File: src/rtl/recip_share_ctrl_if.sv
// Bundle between the reciprocal-share controller, its requesters and the shared reciprocal unit.
// The controller connects through the slave modport; the requesters and the unit drive the master side.
interface recip_share_ctrl_if #(
    parameter int NUM_REQ = 4,
    parameter int DIV_W   = 8,
    parameter int Q_W     = 32
);
    logic [NUM_REQ-1:0]       i_req;
    logic [NUM_REQ*DIV_W-1:0] i_req_divisor;
    logic [NUM_REQ-1:0]       o_ack;
    logic [Q_W-1:0]           o_quotient;
    logic                     o_err;
    logic                     o_busy;
    logic                     o_div_clear;
    logic                     o_div_valid;
    logic [DIV_W-1:0]         o_div_divisor;
    logic                     i_div_valid;
    logic [Q_W-1:0]           i_div_quotient;

    modport slave (
        input  i_req, i_req_divisor, i_div_valid, i_div_quotient,
        output o_ack, o_quotient, o_err, o_busy, o_div_clear, o_div_valid, o_div_divisor
    );

    modport master (
        output i_req, i_req_divisor, i_div_valid, i_div_quotient,
        input  o_ack, o_quotient, o_err, o_busy, o_div_clear, o_div_valid, o_div_divisor
    );
endinterface

File: src/rtl/recip_share_ctrl.sv
// Time-shares one reciprocal unit among NUM_REQ requesters with round-robin arbitration,
// local divide-by-zero handling and a BUSY timeout that aborts a hung unit.
module recip_share_ctrl #(
    parameter int NUM_REQ = 4,
    parameter int DIV_W   = 8,
    parameter int Q_W     = 32,
    parameter int TIMEOUT = 64
) (
    input  logic              i_clk,
    input  logic              i_rst_n,
    recip_share_ctrl_if.slave bus
);
    localparam int IDX_W = $clog2(NUM_REQ);
    localparam int CNT_W = $clog2(TIMEOUT);
    localparam logic [CNT_W-1:0] CNT_LAST = CNT_W'(TIMEOUT - 1);
    localparam logic [IDX_W-1:0] IDX_LAST = IDX_W'(NUM_REQ - 1);

    typedef enum logic [1:0] {
        S_IDLE,
        S_CLEAR,
        S_BUSY,
        S_DONE
    } state_t;

    state_t             state_reg;
    logic [IDX_W-1:0]   last_grant_reg;
    logic [IDX_W-1:0]   winner_reg;
    logic [NUM_REQ-1:0] mask_reg;
    logic [DIV_W-1:0]   divisor_reg;
    logic [CNT_W-1:0]   cnt_reg;
    logic [NUM_REQ-1:0] ack_reg;
    logic [Q_W-1:0]     quotient_reg;
    logic               err_reg;
    logic               busy_reg;
    logic               div_clear_reg;
    logic               div_valid_reg;
    logic [DIV_W-1:0]   div_divisor_reg;

    logic [DIV_W-1:0]   req_div [NUM_REQ];
    logic [IDX_W-1:0]   cand_idx [NUM_REQ];
    logic [NUM_REQ-1:0] eligible;
    logic               pick_found;
    logic [IDX_W-1:0]   pick_idx;
    logic [DIV_W-1:0]   pick_div;

    function automatic logic [NUM_REQ-1:0] onehot(input logic [IDX_W-1:0] idx);
        logic [NUM_REQ-1:0] v;
        v = '0;
        v[idx] = 1'b1;
        return v;
    endfunction

    // cand_idx[gi] is the requester (gi+1) places after the last grant, wrapped mod NUM_REQ.
    generate
        for (genvar gi = 0; gi < NUM_REQ; gi++) begin : g_slot
            logic [IDX_W:0] sum;
            assign req_div[gi]  = bus.i_req_divisor[gi*DIV_W +: DIV_W];
            assign sum          = {1'b0, last_grant_reg} + (IDX_W+1)'(gi + 1);
            assign cand_idx[gi] = (sum >= (IDX_W+1)'(NUM_REQ)) ?
                                  IDX_W'(sum - (IDX_W+1)'(NUM_REQ)) : sum[IDX_W-1:0];
        end
    endgenerate

    assign eligible = bus.i_req & ~mask_reg;

    // Scan farthest-first so the nearest eligible slot after the last grant wins.
    always_comb begin
        pick_found = 1'b0;
        pick_idx   = '0;
        for (int i = NUM_REQ - 1; i >= 0; i--) begin
            if (eligible[cand_idx[i]]) begin
                pick_found = 1'b1;
                pick_idx   = cand_idx[i];
            end
        end
    end

    assign pick_div = req_div[pick_idx];

    always_ff @(posedge i_clk or negedge i_rst_n) begin
        if (!i_rst_n) begin
            state_reg       <= S_IDLE;
            last_grant_reg  <= IDX_LAST;
            winner_reg      <= '0;
            mask_reg        <= '0;
            divisor_reg     <= '0;
            cnt_reg         <= '0;
            ack_reg         <= '0;
            quotient_reg    <= '0;
            err_reg         <= 1'b0;
            busy_reg        <= 1'b0;
            div_clear_reg   <= 1'b0;
            div_valid_reg   <= 1'b0;
            div_divisor_reg <= '0;
        end else begin
            case (state_reg)
                S_IDLE: begin
                    mask_reg <= '0;
                    cnt_reg  <= '0;
                    if (pick_found) begin
                        winner_reg  <= pick_idx;
                        divisor_reg <= pick_div;
                        busy_reg    <= 1'b1;
                        if (pick_div == '0) begin
                            // Divide-by-zero is answered locally; the unit never sees it.
                            state_reg    <= S_DONE;
                            ack_reg      <= onehot(pick_idx);
                            quotient_reg <= '1;
                            err_reg      <= 1'b0;
                        end else begin
                            state_reg     <= S_CLEAR;
                            div_clear_reg <= 1'b1;
                        end
                    end
                end
                S_CLEAR: begin
                    div_clear_reg   <= 1'b0;
                    div_valid_reg   <= 1'b1;
                    div_divisor_reg <= divisor_reg;
                    state_reg       <= S_BUSY;
                end
                S_BUSY: begin
                    cnt_reg <= cnt_reg + 1'b1;
                    // A result arriving on the final timeout cycle still counts as valid.
                    if (bus.i_div_valid || (cnt_reg == CNT_LAST)) begin
                        state_reg       <= S_DONE;
                        div_valid_reg   <= 1'b0;
                        div_divisor_reg <= '0;
                        ack_reg         <= onehot(winner_reg);
                        quotient_reg    <= bus.i_div_valid ? bus.i_div_quotient : '0;
                        err_reg         <= ~bus.i_div_valid;
                    end
                end
                S_DONE: begin
                    ack_reg        <= '0;
                    quotient_reg   <= '0;
                    err_reg        <= 1'b0;
                    busy_reg       <= 1'b0;
                    last_grant_reg <= winner_reg;
                    mask_reg       <= onehot(winner_reg);
                    state_reg      <= S_IDLE;
                end
                default: state_reg <= S_IDLE;
            endcase
        end
    end

    assign bus.o_ack         = ack_reg;
    assign bus.o_quotient    = quotient_reg;
    assign bus.o_err         = err_reg;
    assign bus.o_busy        = busy_reg;
    assign bus.o_div_clear   = div_clear_reg;
    assign bus.o_div_valid   = div_valid_reg;
    assign bus.o_div_divisor = div_divisor_reg;
endmodule

File: src/flat_wrapper.sv
// flat-port wrapper written by rule: the top's interface ports become plain ports
module recip_share_ctrl_flat 
#(
    parameter int NUM_REQ = 4,
    parameter int DIV_W   = 8,
    parameter int Q_W     = 32,
    parameter int TIMEOUT = 64
)
  (i_clk, i_rst_n, bus_i_req, bus_i_req_divisor, bus_i_div_valid, bus_i_div_quotient, bus_o_ack, bus_o_quotient, bus_o_err, bus_o_busy, bus_o_div_clear, bus_o_div_valid, bus_o_div_divisor);
  recip_share_ctrl_if #(.NUM_REQ(NUM_REQ), .DIV_W(DIV_W), .Q_W(Q_W)) bus_i ();
  input  logic i_clk;
  input  logic i_rst_n;
  input wire logic [$bits(bus_i.i_req)-1:0] bus_i_req;
  input wire logic [$bits(bus_i.i_req_divisor)-1:0] bus_i_req_divisor;
  input wire logic [$bits(bus_i.i_div_valid)-1:0] bus_i_div_valid;
  input wire logic [$bits(bus_i.i_div_quotient)-1:0] bus_i_div_quotient;
  output wire logic [$bits(bus_i.o_ack)-1:0] bus_o_ack;
  output wire logic [$bits(bus_i.o_quotient)-1:0] bus_o_quotient;
  output wire logic [$bits(bus_i.o_err)-1:0] bus_o_err;
  output wire logic [$bits(bus_i.o_busy)-1:0] bus_o_busy;
  output wire logic [$bits(bus_i.o_div_clear)-1:0] bus_o_div_clear;
  output wire logic [$bits(bus_i.o_div_valid)-1:0] bus_o_div_valid;
  output wire logic [$bits(bus_i.o_div_divisor)-1:0] bus_o_div_divisor;
  assign bus_i.i_req = bus_i_req;
  assign bus_i.i_req_divisor = bus_i_req_divisor;
  assign bus_i.i_div_valid = bus_i_div_valid;
  assign bus_i.i_div_quotient = bus_i_div_quotient;
  assign bus_o_ack = bus_i.o_ack;
  assign bus_o_quotient = bus_i.o_quotient;
  assign bus_o_err = bus_i.o_err;
  assign bus_o_busy = bus_i.o_busy;
  assign bus_o_div_clear = bus_i.o_div_clear;
  assign bus_o_div_valid = bus_i.o_div_valid;
  assign bus_o_div_divisor = bus_i.o_div_divisor;
  recip_share_ctrl #(.NUM_REQ(NUM_REQ), .DIV_W(DIV_W), .Q_W(Q_W), .TIMEOUT(TIMEOUT)) u_core (.i_clk(i_clk), .i_rst_n(i_rst_n), .bus(bus_i));
endmodule
File: config.mk
export PLATFORM = sky130hd
export DESIGN_NAME = recip_share_ctrl_flat
export DESIGN_NICKNAME = d
export VERILOG_FILES = /design/src/rtl/recip_share_ctrl_if.sv /design/src/rtl/recip_share_ctrl.sv /design/src/flat_wrapper.sv
export SDC_FILE = /design/constraint.sdc
export NUM_CORES = 1
export LEC_CHECK = 0
export CORE_UTILIZATION = 40
export DETAILED_ROUTE_END_ITERATION = 8
export PLACE_DENSITY = 0.73
export REMOVE_ABC_BUFFERS = 1
export SLEW_MARGIN = 15
export SYNTH_ARGS = -nofsm -noshare
export SYNTH_HDL_FRONTEND = slang
export SYNTH_SLANG_ARGS = --single-unit
File: constraint.sdc
create_clock -name i_clk -period 3 [get_ports i_clk]
set_input_delay 0.9 -clock i_clk [delete_from_list [all_inputs] [get_ports i_clk]]
set_output_delay 0.9 -clock i_clk [all_outputs]
set_load 0.1 [all_outputs]
==> results.rst, run 1 <==
.. list-table::
   :header-rows: 1

   * - Metric
     - Value
   * - Status
     - complete, but fails checks
   * - Failing checks
     - negative setup slack
   * - Insertion delay to the later sink of the worst-skew pair
     - 0.35 ns
   * - Final hold slack
     - 0.474 ns
   * - Critical Path, Cell by Cell
     - buf_6 -> and2b_1 -> a311oi_2 -> and2_4 -> buf_12 -> mux2i_2 -> mux2_4 -> nand4_1 -> o31ai_4 -> buf_12 -> buf_12 -> buf_12 -> mux2i_1
   * - Worst endpoint required time
     - 3.26 ns
   * - Fraction of final layout cells sized beyond drive strength 1
     - 25.5%
   * - Clock Skew
     - 0.0132 ns
   * - Largest cells by area after synthesis
     - sky130_fd_sc_hd__dfrtp_1, sky130_fd_sc_hd__mux2i_1, sky130_fd_sc_hd__a21oi_1
   * - Class of the tightest hold or removal check
     - reg -> reg
   * - Kind of end point of the critical path
     - register
   * - Most area-hungry cell type in the Yosys netlist
     - sky130_fd_sc_hd__dfrtp_1
   * - Maximum clock rate
     - 0.324 GHz
   * - Antenna cells
     - 0
   * - Internal reg-to-reg setup slack
     - 0.01 ns
   * - Global route total overflow
     - 0
   * - Synthesized instance count
     - 371
   * - Most numerous cell in the Yosys netlist
     - sky130_fd_sc_hd__dfrtp_1
   * - Total clock sinks
     - 72
   * - Number of nets still failing antenna checks after routing
     - 0
   * - CP arrival
     - 3.35 ns
   * - Count of distinct cell types in the synthesized netlist
     - 43
   * - CTS tree
     - done
   * - Average size of a mapped cell
     - 10.1 sq um
   * - Global-route wire length before repair
     - 16,100 um
   * - Biggest fanout along the worst timing path
     - 8
   * - Type of element launching the critical path
     - input pin
   * - Via count normalized by instance count
     - 5.09
   * - Reg-to-reg critical path startpoint
     - u_core.last_grant_reg[0]
   * - Clock Pin Slew Worst Setup and Hold Paths
     - 0.08 ns
   * - Vias in the first global route
     - 3,318
   * - Min-Delay Startpoint
     - u_core.bus.o_div_divisor[1]
   * - Max-cap violations
     - 0
   * - Total Nets Final
     - 590
   * - Final setup vio count
     - 39
   * - Die outline height
     - 98.7 um
   * - Most used flip-flop cell after synthesis
     - sky130_fd_sc_hd__dfrtp_1
   * - Max-slew violation total from the final report
     - 0
   * - Initial cell density of the core
     - 42.1%
   * - GR Util All Layers
     - 21.0%
   * - Hold buffer count at CTS
     - 0
   * - List of most frequent post-synthesis cells
     - sky130_fd_sc_hd__dfrtp_1, sky130_fd_sc_hd__mux2i_1, sky130_fd_sc_hd__nand2_1
   * - Die Span X
     - 98.7 um
   * - Area Overhead vs Synth
     - 44.6%
   * - Detailed-placement wirelength estimate
     - 6890 um
   * - Routed via count
     - 3,184
   * - Number of levels the H-tree was split into
     - 3
   * - Shortest period the worst path allows
     - 3.09 ns
   * - Area share of the leading cell type in the synthesized netlist
     - 46.8%
   * - Floorplan core area
     - 8890 sq um
   * - Fraction of the cycle the final worst path needs
     - 103%
   * - Total clock buffers created by CTS
     - 9
   * - Cell with the most instances on the worst path
     - sky130_fd_sc_hd__buf_12
   * - CP startpoint
     - bus_i_req[3]
   * - Flip-flop count of the largest register, all copies and words added
     - 32
   * - Syn Std Cell Area
     - 3740 sq um
   * - Pre-CTS setup slack
     - -0.776 ns
   * - Smallest setup slack after layout
     - -0.0885 ns
   * - Number of detailed-route iterations in the first pass
     - 4
   * - Routed len/inst
     - 15.5 um
   * - RSZ-0062 raised after global routing
     - true
   * - Total Wirelength
     - 9710 um
   * - Worst-case headroom to the max-slew limit
     - 38.3%
   * - Maximum count of clock buffers along a single path
     - 2
   * - Die area
     - 9740 sq um
   * - Critical-path cell with the highest stage delay
     - sky130_fd_sc_hd__a311oi_2
   * - Clk Tree Root Cell
     - sky130_fd_sc_hd__clkbuf_8
   * - Worst Max-Slew Pin Slew
     - 0.926 ns
   * - Number of warnings issued by yosys
     - 0
   * - Weighted congestion reported at the end of routability-driven placement
     - 0.777
   * - Largest net degree at the start of global routing
     - 73
   * - Final hold violation count
     - 0
   * - Number of antenna violations at the first check in global routing
     - 0
   * - Number of cell rows
     - 34
   * - Fraction of registers with async set/reset
     - 100%
   * - Number of buffers inserted by port buffering
     - 118
   * - Sequential element share of the synthesized area
     - 48.2%
   * - Remaining routing DRC violations
     - 0
   * - Total of flip-flops plus latches after synthesis
     - 72
   * - EDFF count, synth
     - 0
   * - DR iter-0 viols
     - 137
   * - Setup CP Type
     - in -> reg
   * - Maximum cell stage delay along the critical path
     - 0.31 ns
   * - Num ports
     - 119
-- area by class of cell --
class / instances / area [sq um]
Sequential cell: 72 / 1800
Inverter: 39 / 146
Fill cell: 711 / 3480
Clock inverter: 6 / 35.0
Timing Repair Buffer: 152 / 1410
Tap cell: 108 / 135
Multi-Input combinational cell: 239 / 1740
Clock buffer: 10 / 138
-- final timing paths --
kind / endpoint / cells past startpoint
worst max-delay path: u_core.bus.o_quotient[31] / 13
worst min-delay path: u_core.bus.o_div_divisor[1] / 2
worst max register to register: u_core.bus.o_quotient[31] / 12
worst min register to register: u_core.bus.o_div_divisor[1] / 2
max in group asynchronous: u_core.divisor_reg[7] / 1
min in group asynchronous: u_core.bus.o_div_divisor[6] / 1
-- through the flow --
stage	cell area (sq um)	std cells	util (%)	setup TNS (ns)
global placement	5020	600	56.5	-25.13
finish	5410	626	60.9	-1.80
floorplan	3590	350	-	-77.76
CTS	5390	626	60.6	-1.52
global route	5410	626	60.9	-6.23
detailed placement	5020	600	56.5	-28.58
-- worst max-delay path: cells and delay by family --
family / cells / cell delay (ns)
AO/OA/AOI/OAI: 2 / 0.62
buffers and inverters: 5 / 0.64
multiplexers: 3 / 0.60
AND/OR/NAND/NOR: 3 / 0.59
-- cells in the final DEF (no fill, tap or decap), types with 3 or more instances in the layout --
master / count
sky130_fd_sc_hd__o21ai_1: 7
sky130_fd_sc_hd__buf_4: 75
sky130_fd_sc_hd__nor2_1: 10
sky130_fd_sc_hd__mux2_2: 6
sky130_fd_sc_hd__nor2b_1: 4
sky130_fd_sc_hd__a22o_1: 3
sky130_fd_sc_hd__mux2i_2: 3
sky130_fd_sc_hd__o21ai_0: 9
sky130_fd_sc_hd__mux2i_1: 45
sky130_fd_sc_hd__nand2b_1: 4
sky130_fd_sc_hd__a21oi_1: 38
sky130_fd_sc_hd__mux2_4: 7
sky130_fd_sc_hd__nand3b_1: 9
sky130_fd_sc_hd__ha_1: 6
sky130_fd_sc_hd__inv_1: 39
sky130_fd_sc_hd__clkdlybuf4s50_1: 65
sky130_fd_sc_hd__clkbuf_8: 10
sky130_fd_sc_hd__dfrtp_1: 70
sky130_fd_sc_hd__nand3_1: 8
sky130_fd_sc_hd__a32o_1: 4
sky130_fd_sc_hd__nand2_1: 47
sky130_fd_sc_hd__buf_12: 7
sky130_fd_sc_hd__clkinv_2: 4
-- logic make-up (layout without fill, tap and decap cells) --
family	count (synthesis)	after routing	synth area share, %
adders and majority gates	6	6	2.01
xor gates and xnor gates	2	2	0.468
and+or+nand+nor	96	96	12.7
buffers and inverters	60	207	7.96
AOI/OAI and AO/OA	73	73	11.5
DFF	72	72	48.2
muxes	62	62	17.1
-- routing by layer --
layer | vias up | GRT usage, % | share of wire (%)
met5 | - | 0 | 0
met4 | 0 | 9.64 | 2.7
met3 | 21 | 2.91 | 3.3
met2 | 72 | 35.8 | 50
met1 | 1538 | 26.5 | 44
li1 | 1553 | - | -
-- what timing repair did --
item                       4_1_cts  5_1_grt
cloned                           1        0
setup endpoints to repair       39       39
pin swaps                        6        5
gates resized for setup         28        8
buffers inserted                 9        0
hold endpoints to repair         0        0
Power of run 1 is not shown: default switching activity piles up to over one toggle a cycle in this logic, so the estimate is an artifact.
==> inputs of run 2 (changes only) <==
Settings changed: HOLD_SLACK_MARGIN set to 0.02.
==> results of run 2 <==
No change in the layout: final DEF, timing and power equal those of run 1.
Power of run 2 is left out for the same reason.
==> inputs of run 3 (changes only) <==
Settings changed: GPL_TIMING_DRIVEN set to 1.
==> results of run 3 <==
No change in the layout: final DEF, timing and power equal those of run 1.
Power of run 3 is left out for the same reason.
